--- src/rtl/instr_buff_resp.sv ---
// Instruction-buffer responder: queues fetch requests and serves them in order,
// one 32-bit memory read at a time, returning data plus the original tag.
module instr_buff_resp #(
    parameter int DEPTH = 4,
    parameter int CNT_W = 3
) (
    input  logic             clk,
    input  logic             rst,
    input  logic             i_buff_rd_en,
    input  logic [31:0]      i_buff_addr,
    input  logic [38:0]      i_buff_tag,
    output logic             o_buff_ack,
    output logic [31:0]      o_buff_instr,
    output logic [38:0]      o_buff_tag_out,
    output logic             o_mem_rd_en,
    output logic [31:0]      o_mem_addr,
    input  logic             i_mem_ack,
    input  logic [31:0]      i_mem_rd_data,
    output logic [CNT_W-1:0] o_req_count,
    output logic             o_busy,
    output logic             o_req_overflow
);
    localparam int AW = $clog2(DEPTH);

    typedef enum logic [1:0] {S_IDLE, S_ISSUE, S_WAIT, S_RESP} state_t;

    state_t           r_state, w_next;
    logic [31:0]      r_q_addr [DEPTH];
    logic [38:0]      r_q_tag  [DEPTH];
    logic [AW-1:0]    r_wr_ptr, r_rd_ptr;
    logic [CNT_W-1:0] r_count;
    logic [31:0]      r_mem_addr, r_instr;
    logic [38:0]      r_tag_out;
    logic             r_ovf;
    logic             w_full, w_pop, w_push, w_capture;

    assign w_full    = (r_count == CNT_W'(DEPTH));
    assign w_pop     = (r_state == S_RESP);
    // A pop in the same cycle frees the head slot, so a push at full still fits.
    assign w_push    = i_buff_rd_en && (!w_full || w_pop);
    assign w_capture = (r_state == S_ISSUE || r_state == S_WAIT) && i_mem_ack;

    always_comb begin
        w_next = r_state;
        case (r_state)
            S_IDLE:  if (r_count != '0) w_next = S_ISSUE;
            S_ISSUE: w_next = i_mem_ack ? S_RESP : S_WAIT;
            S_WAIT:  if (i_mem_ack) w_next = S_RESP;
            S_RESP:  w_next = S_IDLE;
            default: w_next = S_IDLE;
        endcase
    end

    always_ff @(posedge clk or posedge rst) begin
        if (rst) r_state <= S_IDLE;
        else     r_state <= w_next;
    end

    always_ff @(posedge clk) begin
        if (w_push) begin
            r_q_addr[r_wr_ptr] <= i_buff_addr;
            r_q_tag[r_wr_ptr]  <= i_buff_tag;
        end
    end

    always_ff @(posedge clk or posedge rst) begin
        if (rst) begin
            r_wr_ptr   <= '0;
            r_rd_ptr   <= '0;
            r_count    <= '0;
            r_mem_addr <= '0;
            r_instr    <= '0;
            r_tag_out  <= '0;
            r_ovf      <= 1'b0;
        end else begin
            if (w_push) r_wr_ptr <= r_wr_ptr + AW'(1);
            if (w_pop)  r_rd_ptr <= r_rd_ptr + AW'(1);
            case ({w_push, w_pop})
                2'b10:   r_count <= r_count + CNT_W'(1);
                2'b01:   r_count <= r_count - CNT_W'(1);
                default: r_count <= r_count;
            endcase
            if (i_buff_rd_en && w_full && !w_pop) r_ovf <= 1'b1;
            if (r_state == S_IDLE && w_next == S_ISSUE) r_mem_addr <= r_q_addr[r_rd_ptr];
            // Head is stable until RESP pops it, so tag is latched with the data.
            if (w_capture) begin
                r_instr   <= i_mem_rd_data;
                r_tag_out <= r_q_tag[r_rd_ptr];
            end
        end
    end

    assign o_buff_ack     = (r_state == S_RESP);
    assign o_buff_instr   = r_instr;
    assign o_buff_tag_out = r_tag_out;
    assign o_mem_rd_en    = (r_state == S_ISSUE);
    assign o_mem_addr     = r_mem_addr;
    assign o_req_count    = r_count;
    assign o_busy         = (r_state != S_IDLE) || (r_count != '0);
    assign o_req_overflow = r_ovf;
endmodule

--- config.mk ---
export PLATFORM = sky130hd
export DESIGN_NAME = instr_buff_resp
export DESIGN_NICKNAME = d
export VERILOG_FILES = /design/src/rtl/instr_buff_resp.sv
export SDC_FILE = /design/constraint.sdc
export NUM_CORES = 1
export LEC_CHECK = 0
export BUFFER_PORTS_ARGS = -buffer_cell sky130_fd_sc_hd__buf_2
export CORE_MARGIN = 2
export CORE_UTILIZATION = 35
export CTS_CLUSTER_SIZE = 24
export DETAILED_ROUTE_END_ITERATION = 8
export PLACE_DENSITY = 0.61
export SYNTH_ARGS = -nofsm -noshare
export SYNTH_HDL_FRONTEND = slang
export SYNTH_SLANG_ARGS = --single-unit
--- constraint.sdc ---
create_clock -name clk -period 3.69 [get_ports clk]
set_input_delay 0.1845 -clock clk [delete_from_list [all_inputs] [get_ports clk]]
set_output_delay 0.1845 -clock clk [all_outputs]
set_load 0.02 [all_outputs]
==> impl_metrics.json, run 1 <==
{
  "clock_path_buffers": 3,
  "seq_area_frac_synth_pct": 76.7,
  "avgSynthCellArea_um2": 22.9,
  "path_max_fanout": 44,
  "viasPerCell": 4.65,
  "min_path_type": "in -> async",
  "crit_path_start_kind": "register",
  "fin_nets": 1115,
  "grt_start_max_net_pins": 79,
  "power_density_nw_per_um2": 850,
  "internal_power_w": 0.0112,
  "ant_nets": 0,
  "die_area_um2": 44000,
  "netlist.area_leader.share_pct": 57.6,
  "dr.pass1.iters": 6,
  "clk_latency_ns": 0.56,
  "antenna_found_initial": 2,
  "place_hpwl_um": 17700,
  "gr-usage-all-layers_pct": 14.2,
  "crit_family": "simple AND/OR/NAND/NOR gates",
  "vias": 7317,
  "layout_common_cells": "edfxtp_1 (284), buf_2 (216), dfrtp_1 (111), dlygate4sd3_1 (106), mux2_2 (73)",
  "synth_nets": 763,
  "power_switching_w": 0.00503,
  "whs_ns": 0.349,
  "skew_ns": 0.0129,
  "fin_crit_sh_pct": 72.1,
  "required_ns": 3.91,
  "p_sw_share_pct": 31.1,
  "cp_slowest_cell": "and2_4",
  "multi_input_area_um2": 3260,
  "grt_first_pass_wirelength_um": 46500,
  "ff_latch_area_um2": 11400,
  "fmax_mhz": 376,
  "first_global_vias": 7648,
  "cap_violations": 0,
  "maxSlewViolCount": 0,
  "path_buf_inv": 1,
  "boundaryPins": 217,
  "clkPwrFrac_pct": 25.9,
  "finalSetupTns_ns": 0,
  "routed_wl_um": 30800,
  "clockRootBuffer": "clkbuf_16",
  "finalCriticalPeriod_ns": 2.66,
  "synth_area_um2": 14800,
  "final_common_cell": "edfxtp_1",
  "cpPeakStageDelay_ns": 0.56,
  "synthCells": 646,
  "drc": 0,
  "vdd_drop_max_v": 0.000445,
  "cts.reportedPaths.clkPinSlew_ns": 0.06,
  "ys_warn_count": 0,
  "synth_top_cell_by_area": "edfxtp_1",
  "drt_iter0_drc": 390,
  "overflow": 0,
  "hold_violations": 0,
  "drive_gt1_share_pct": 46.7,
  "dp_cells": 1386,
  "setup_viol_count_final": 0,
  "slew_headroom_pct": 29.8,
  "cp-end-kind": "register",
  "die_w_um": 210,
  "outcome": "finished, final reports clean",
  "rr_startpoint": "r_state[0]",
  "die_h_um": 210,
  "place_congestion": 0.677,
  "cts_buffers": 43,
  "numClockSinks": 397,
  "power_frac_comb_pct": 31.7,
  "core.rowCount": 75,
  "area_growth_pct": 28.6,
  "htree_levels": 2,
  "stdcell_count": 1573,
  "worst_pin_slew_ns": 1.05,
  "p_seq_share_pct": 42.3,
  "synthDistinctLibCells": 30,
  "synth_area_leaders": "edfxtp_1 (58%), dfrtp_1 (19%), mux4_2 (11%), mux2_2 (5.5%), mux2_4 (3.0%)",
  "ctsResizeCount": 0,
  "nFillCells": 3581,
  "cts_tree": "yes",
  "worstSetupStartpoint": "r_state[0]",
  "p_leak_nw": 7.28,
  "core_area_um2": 41900,
  "wl_per_cell_um": 19.5,
  "io_buffers": 216,
  "path_class": "reg -> reg",
  "start_util_pct": 35.4,
  "path_cells": "ha_1 > nor4b_2 > nor2_1 > and2_4 > buf_12",
  "rsz0062_at_grt": "no",
  "ys_ff_latch": 397,
  "crit_arrival_ns": 2.89
}
## layer usage
metal	part of all wire, %	global-route usage, %	vias to the layer above
met2	48	22.9	191
met3	5.4	3.83	45
met4	1.9	4.23	2
met1	45	19.0	3777
met5	0.042	0	-
li1	-	-	3302
## final timing paths
path                                     end  slack [ns]  cells past startpoint
setup / recovery             r_q_addr[3][25]        1.03                      5
hold / removal                o_mem_addr[30]        0.35                      3
setup reg to reg             r_q_addr[3][25]        1.03                      5
hold reg to reg               o_req_overflow        0.47                      1
max in group asynchronous  o_buff_tag_out[1]        2.55                      4
min in group clk              r_q_tag[1][18]        0.37                      2
## sequential cells by signal (all words and copies together) (netlist names)
signal          cells
r_q_tag           156
r_q_addr          128
o_buff_tag_out     39
o_buff_instr       32
o_mem_addr         32
o_req_count         3
r_rd_ptr            2
r_state             2
r_wr_ptr            2
o_req_overflow      1
## through the flow
stage	instance area [µm²]	setup slack (ns)	utilization [%]	total power (W)
after CTS	19000	0.946	45.5	0.0165
after global placement	16600	1.05	39.6	0.0120
after floorplan	14800	0.134	-	0.0105
after detailed placement	16600	0.961	39.6	0.0121
after global routing	19000	0.784	45.5	0.0170
final	19000	1.03	45.5	0.0162
## power groups by stage
| stage | sequential, W | combinational (W) | clock (W) |
|---|---|---|---|
| 2_1_floorplan | 0.00742 | 0.00304 | 0 |
| 3_3_place_gp | 0.00692 | 0.00511 | 0 |
| 3_5_place_dp | 0.00696 | 0.00517 | 0 |
| 4_1_cts | 0.00688 | 0.00527 | 0.00434 |
| 5_1_grt | 0.00701 | 0.00553 | 0.00449 |
| 6_report | 0.00685 | 0.00514 | 0.00419 |
## timing repair
item / CTS / global route
hold buffers: 106 / 0
endpoints found under the hold margin: 394 / 0
buffers inserted: 0 / 0
endpoints found under the setup margin: 0 / 0
## worst register-to-register path, stage by stage (launching register included)
cell	delay (ns)
dfrtp_1	0.45
ha_1	0.38
nor4b_2	0.10
nor2_1	0.47
and2_4	0.56
buf_12	0.35
## kinds of logic (layout without fill, tap and decap cells)
| family | Yosys count | after routing | share of synthesized area, % |
|---|---|---|---|
| compound gates | 5 | 5 | 0.481 |
| xor+xnor | 5 | 5 | 0.296 |
| flops | 397 | 397 | 76.7 |
| fa+ha+maj | 10 | 10 | 0.895 |
| simple gates | 17 | 17 | 0.709 |
| mux | 176 | 176 | 19.5 |
| other cells | 0 | 1 | 0 |
| buf+inv | 36 | 423 | 1.44 |
## final cells by class
class	instances	share of cell area (%)
antenna	1	0.0131
clock buffer	62	6.50
clock inverter	18	0.834
inverter	9	0.204
multi-input combinational	213	17.1
sequential	397	59.7
tap	539	3.54
timing repair buffer	334	12.1
## cell usage after synthesis
library cell / instances
o21ai_0: 1
ha_1: 9
a21oi_1: 1
o41ai_4: 1
mux2_4: 30
o311ai_4: 1
buf_2: 2
clkbuf_1: 12
buf_12: 3
buf_4: 7
mux2_2: 73
mux2_1: 1
nor4b_2: 1
buf_1: 3
edfxtp_1: 284
xor2_1: 1
fa_1: 1
a21o_1: 1
nor2_1: 3
nor3_1: 1
inv_1: 8
dfrtp_1: 113
xnor2_1: 4
and2_1: 4
mux4_2: 71
and3_1: 1
mux2i_1: 1
inv_2: 1
nand2_1: 6
nand3b_4: 1
(Power assumes the default switching activity.)
==> run 2, diff against run 1 <==
--- a/config.mk
+++ b/config.mk
@@ -5,12 +5,13 @@
 export SDC_FILE = /design/constraint.sdc
 export NUM_CORES = 1
 export LEC_CHECK = 0
+export ABC_AREA = 1
 export BUFFER_PORTS_ARGS = -buffer_cell sky130_fd_sc_hd__buf_2
 export CORE_MARGIN = 2
 export CORE_UTILIZATION = 35
 export CTS_CLUSTER_SIZE = 24
 export DETAILED_ROUTE_END_ITERATION = 8
-export PLACE_DENSITY = 0.61
+export PLACE_DENSITY = 0.63
 export SYNTH_ARGS = -nofsm -noshare
 export SYNTH_HDL_FRONTEND = slang
 export SYNTH_SLANG_ARGS = --single-unit
==> constraint.sdc (replaced) <==
create_clock -name clk -period 2.25 [get_ports clk]
set_input_delay 0.1125 -clock clk [delete_from_list [all_inputs] [get_ports clk]]
set_output_delay 0.1125 -clock clk [all_outputs]
set_load 0.02 [all_outputs]
==> impl_metrics.json, run 2 <==
{
  "outcome": "finished, final reports clean",
  "power_density_nw_per_um2": 1370,
  "yosysMostFrequentCell": "nand2_1",
  "dr.pass1.iters": 4,
  "cts_tree": "yes",
  "core_area_um2": 44300,
  "routed_wl_um": 37600,
  "post-cts-setup-buffers": 0,
  "synthTopCellsByCount": "nand2_1 (426), edfxtp_1 (284), nor2_1 (123)",
  "synthCells": 1407,
  "cap_violations": 0,
  "p_seq_share_pct": 39.3,
  "synth_area_um2": 15700,
  "path_class": "reg -> reg",
  "final_common_cell": "nand2_1",
  "async_flop_share_pct": 28.5,
  "ys_warn_count": 0,
  "drt_iter0_drc": 762,
  "overflow": 0,
  "die_area_um2": 46600,
  "hold_buffers": 105,
  "io_buffers": 216,
  "p_leak_nw": 8.79,
  "ys_ff_latch": 397,
  "netlist.area_leader.share_pct": 54.2,
  "setup_viol_count_final": 0,
  "numClockSinks": 397,
  "antenna_found_initial": 2,
  "finalSetupTns_ns": 0,
  "clk_latency_ns": 0.56,
  "drc": 0,
  "synth-edff-count": 284,
  "p_total_w": 0.0276,
  "required_ns": 2.49,
  "cts.reportedPaths.clkPinSlew_ns": 0.06,
  "fmax_mhz": 495,
  "synth_top_cell_by_area": "edfxtp_1",
  "die_h_um": 216,
  "min_path_type": "in -> async",
  "path_max_fanout": 29,
  "clock_path_buffers": 3,
  "worst_pin_slew_ns": 0.781,
  "drive_gt1_share_pct": 20.1,
  "clkPwrFrac_pct": 25.0,
  "boundaryPins": 217,
  "finalCriticalPeriod_ns": 2.02,
  "dpl_cell_area_um2": 17600,
  "synth_nets": 1524,
  "ctsResizeCount": 0,
  "maxSlewViolCount": 0,
  "htree_levels": 2,
  "slew_headroom_pct": 47.8,
  "fin_util_pct": 45.3,
  "first_global_vias": 10900,
  "hold_violations": 0,
  "gr-usage-all-layers_pct": 16.2,
  "whs_ns": 0.0981,
  "grt_first_pass_wirelength_um": 59500,
  "power_frac_comb_pct": 35.7,
  "fin_nets": 1845,
  "die_w_um": 216,
  "largest_register_ffs": 156,
  "place_congestion": 0.772,
  "vdd_drop_max_v": 0.000628,
  "layout_common_cells": "nand2_1 (424), edfxtp_1 (284), buf_2 (216), nor2_1 (118), inv_1 (117)",
  "clockRootBuffer": "clkbuf_16",
  "rsz0062_at_grt": "no",
  "area_growth_pct": 27.6,
  "place_hpwl_um": 22100,
  "crit_path_start_kind": "register",
  "ant_nets": 0,
  "crit_arrival_ns": 2.26,
  "cp-end-kind": "register",
  "vias": 10800,
  "wl_per_cell_um": 15.9,
  "start_util_pct": 35.5,
  "regMostFlops": "r_q_tag",
  "fin_crit_sh_pct": 89.8,
  "avgSynthCellArea_um2": 11.2,
  "skew_ns": 0.0169,
  "synth_area_leaders": "edfxtp_1 (54%), dfrtp_1 (18%), nand2_1 (10%), nand3_1 (3.2%), nor2_1 (2.9%)",
  "cts_buffers": 42,
  "viasPerCell": 4.58,
  "seq_area_frac_synth_pct": 72.2,
  "core.rowCount": 77,
  "synthDistinctLibCells": 23,
  "fin_area_um2": 20100,
  "nFillCells": 4046,
  "synth_flop_cell": "edfxtp_1",
  "grt_start_max_net_pins": 72,
  "internal_power_w": 0.0172,
  "power_switching_w": 0.0103,
  "p_sw_share_pct": 37.5
}
[run 2: changes by cell type after synthesis, sizes merged, moves of 30 or more]
cell,delta
or2,+32
buf,+30
mux2,-104
nand2,+422
o21ai,+119
nand3,+101
mux4,-71
nor2,+120
inv,+112
[run 2: layer usage]
metal	global-route usage, %	vias to the layer above	wire, µm
met5	0	-	0
met4	5.55	0	1020
met3	3.65	69	2040
met2	27.5	271	18200
met1	20.5	5200	16300
li1	-	5246	-
[run 2: kinds of logic after synthesis]
kind of cell    share of synthesized area, %
simple gates                            17.7
flops                                   72.2
buf+inv                                 5.17
compound gates                          3.89
fa+ha+maj                              0.843
xor+xnor                               0.167
[run 2: power groups by stage]
stage / clock (W) / combinational [W] / sequential (W)
floorplan: 0 / 0.00553 / 0.0119
global route: 0.00734 / 0.0111 / 0.0110
CTS: 0.00705 / 0.0100 / 0.0108
detailed placement: 0 / 0.00983 / 0.0110
global placement: 0 / 0.00965 / 0.0109
finish: 0.00688 / 0.00985 / 0.0108
[run 2: final cells by class]
| type | count | area [µm²] | share of cell area [%] |
|---|---|---|---|
| clock inverter | 23 | 226 | 1.13 |
| timing repair buffer | 347 | 2490 | 12.4 |
| inverter | 121 | 460 | 2.30 |
| sequential | 397 | 11400 | 56.6 |
| multi-input combinational | 819 | 3610 | 18.0 |
| antenna | 2 | 5.00 | 0.0250 |
| clock buffer | 55 | 1160 | 5.78 |
| tap | 592 | 741 | 3.69 |
[run 2: final timing paths]
kind | cells after the start | to | slack (ns) | startpoint
max | 4 | r_q_tag[0][15] | 0.23 | r_state[1]
min | 3 | r_wr_ptr[1] | 0.1 | rst
max reg2reg | 4 | r_q_tag[0][15] | 0.23 | r_state[1]
min reg2reg | 2 | o_req_overflow | 0.46 | o_req_overflow
max in group asynchronous | 4 | o_mem_addr[0] | 1.34 | rst
min in group clk | 5 | o_buff_tag_out[6] | 0.13 | i_mem_ack
[run 2: critical path, stage by stage (launching register included)]
cell and delay (ns):
dfrtp_1 0.41, ha_4 0.21, o21ai_4 0.13, nor2_4 0.65
buf_12 0.30
[run 2: through the flow]
step                      std cells  setup slack (ns)
final                          2356             0.229
after global routing           2356            0.0693
after CTS                      2354             0.162
after detailed placement       2171             0.168
after global placement         2171             0.190
after floorplan                1407          -0.00444
==> run 3, diff against run 2 <==
--- a/config.mk
+++ b/config.mk
@@ -11,6 +11,7 @@
 export CORE_UTILIZATION = 35
 export CTS_CLUSTER_SIZE = 24
 export DETAILED_ROUTE_END_ITERATION = 8
+export GPL_TIMING_DRIVEN = 0
 export PLACE_DENSITY = 0.63
 export SYNTH_ARGS = -nofsm -noshare
 export SYNTH_HDL_FRONTEND = slang
==> constraint.sdc (replaced) <==
create_clock -name clk -period 2.25 [get_ports clk]
set_input_delay 0.1125 -clock clk [delete_from_list [all_inputs] [get_ports clk]]
set_output_delay 0.1125 -clock clk [all_outputs]
set_load 0.01 [all_outputs]
==> impl_metrics.json, run 3 (synthesis gave the netlist of run 2 again) <==
{
  "path_class": "reg -> reg",
  "drc": 0,
  "cts_tree": "yes",
  "setup_viol_count_final": 0,
  "cp-end-kind": "register",
  "crit_path_start_kind": "register",
  "die_h_um": 216,
  "grt_first_pass_wirelength_um": 61700,
  "p_leak_nw": 8.97,
  "place_congestion": 0.802,
  "clockRootBuffer": "clkbuf_16",
  "routed_wl_um": 40000,
  "drt_iter0_drc": 845,
  "vias": 11100,
  "fin_nets": 1906,
  "path_max_fanout": 26,
  "fmax_mhz": 466,
  "core_area_um2": 44300,
  "maxSlewViolCount": 0,
  "slew_headroom_pct": 37.2,
  "boundaryPins": 217,
  "outcome": "finished, final reports clean",
  "hold_violations": 0,
  "dpl_cell_area_um2": 17900,
  "finalSetupTns_ns": 0,
  "required_ns": 2.49,
  "first_global_vias": 11000,
  "fin_crit_sh_pct": 95.3,
  "skew_ns": 0.0156,
  "die_area_um2": 46600,
  "start_util_pct": 35.5,
  "dp_cells": 2229,
  "gr-usage-all-layers_pct": 17.2,
  "layout_common_cells": "nand2_1 (424), edfxtp_1 (284), buf_2 (249), nor2_1 (117), inv_1 (117)",
  "grtUsageMet3_pct": 2.99,
  "fin_area_um2": 20400,
  "drive_gt1_share_pct": 21.4,
  "overflow": 0,
  "clock_path_buffers": 3,
  "crit_arrival_ns": 2.39,
  "die_w_um": 216,
  "antenna_found_initial": 2,
  "ant_nets": 0,
  "largest_register_ffs": 156,
  "final_common_cell": "nand2_1",
  "vdd_drop_max_v": 0.000577,
  "use_met1_pct": 22.5,
  "cts_buffers": 43,
  "busiest_layer": "met2",
  "wl_per_cell_um": 16.6,
  "finalCriticalPeriod_ns": 2.14,
  "met2_usage_pct": 28.8,
  "regMostFlops": "r_q_tag",
  "io_buffers": 216,
  "place_hpwl_um": 26300,
  "htree_levels": 2,
  "clk_latency_ns": 0.56,
  "stdcell_count": 2416,
  "grt_start_max_net_pins": 36,
  "whs_ns": 0.0831,
  "power_density_nw_per_um2": 1340,
  "min_path_type": "in -> async",
  "dr.pass1.iters": 8,
  "cts.reportedPaths.clkPinSlew_ns": 0.06,
  "numClockSinks": 397,
  "worst_pin_slew_ns": 0.939,
  "fin_util_pct": 45.9,
  "core.rowCount": 77,
  "cap_violations": 0,
  "viasPerCell": 4.58,
  "area_growth_pct": 29.4,
  "rsz0062_at_grt": "yes"
}
-- run 3: final timing paths --
kind / from / end / slack [ns] / depth (start not counted)
worst max-delay path: r_state[1] / r_q_addr[3][2] / 0.11 / 4
worst min register to register: o_req_overflow / o_req_overflow / 0.46 / 2
max in group asynchronous: rst / o_buff_tag_out[15] / 1.47 / 5
worst min-delay path: rst / o_buff_tag_out[36] / 0.08 / 3
worst max register to register: r_state[1] / r_q_addr[3][2] / 0.11 / 4
min in group clk: i_mem_ack / o_buff_tag_out[30] / 0.12 / 4
-- run 3: worst max-delay path: stages (launching register included) --
cell and delay (ns):
dfrtp_1 0.41, ha_4 0.22, o21ai_4 0.13, nor2_4 0.74, buf_12 0.30
-- run 3: power by group --
| group | switching [W] | total [W] | internal (W) |
|---|---|---|---|
| combinational | 0.00653 | 0.00990 | 0.00337 |
| clock | 0.00275 | 0.00665 | 0.00390 |
| sequential | 0.000761 | 0.0107 | 0.00998 |
| total | 0.0100 | 0.0273 | 0.0172 |
-- run 3: area by class of cell --
class	count	area (µm²)
fillers	4033	24000
flip-flops and latches	397	11400
multi-input cells	819	3620
repair buffers	337	2470
clock buffers	63	1230
well taps	592	741
inverters	121	460
plain buffers	70	364
clock inverters	15	105
diodes	2	5.00
-- run 3: metrics by stage --
| step | setup WS [ns] | total power [W] |
|---|---|---|
| 2_1_floorplan | 0.0207 | 0.0167 |
| 3_3_place_gp | -1.00 | 0.0202 |
| 3_5_place_dp | -0.328 | 0.0207 |
| 4_1_cts | -0.0827 | 0.0275 |
| 5_1_grt | -0.0323 | 0.0291 |
| 6_report | 0.105 | 0.0273 |
-- run 3: routing by layer --
metal | share of wire, % | up-vias | routed length (µm)
met3 | 4.5 | 69 | 1820
li1 | - | 5388 | -
met2 | 49 | 296 | 19500
met1 | 44 | 5301 | 17700
met4 | 2.5 | 0 | 993
met5 | 0 | - | 0
-- run 3: repair_timing --
item	4_1_cts	5_1_grt
hold endpoints to repair	387	0
pin swaps	0	1
hold buffers	105	0
resized for setup	3	7
buffers inserted	0	2
endpoints found under the setup margin	76	216
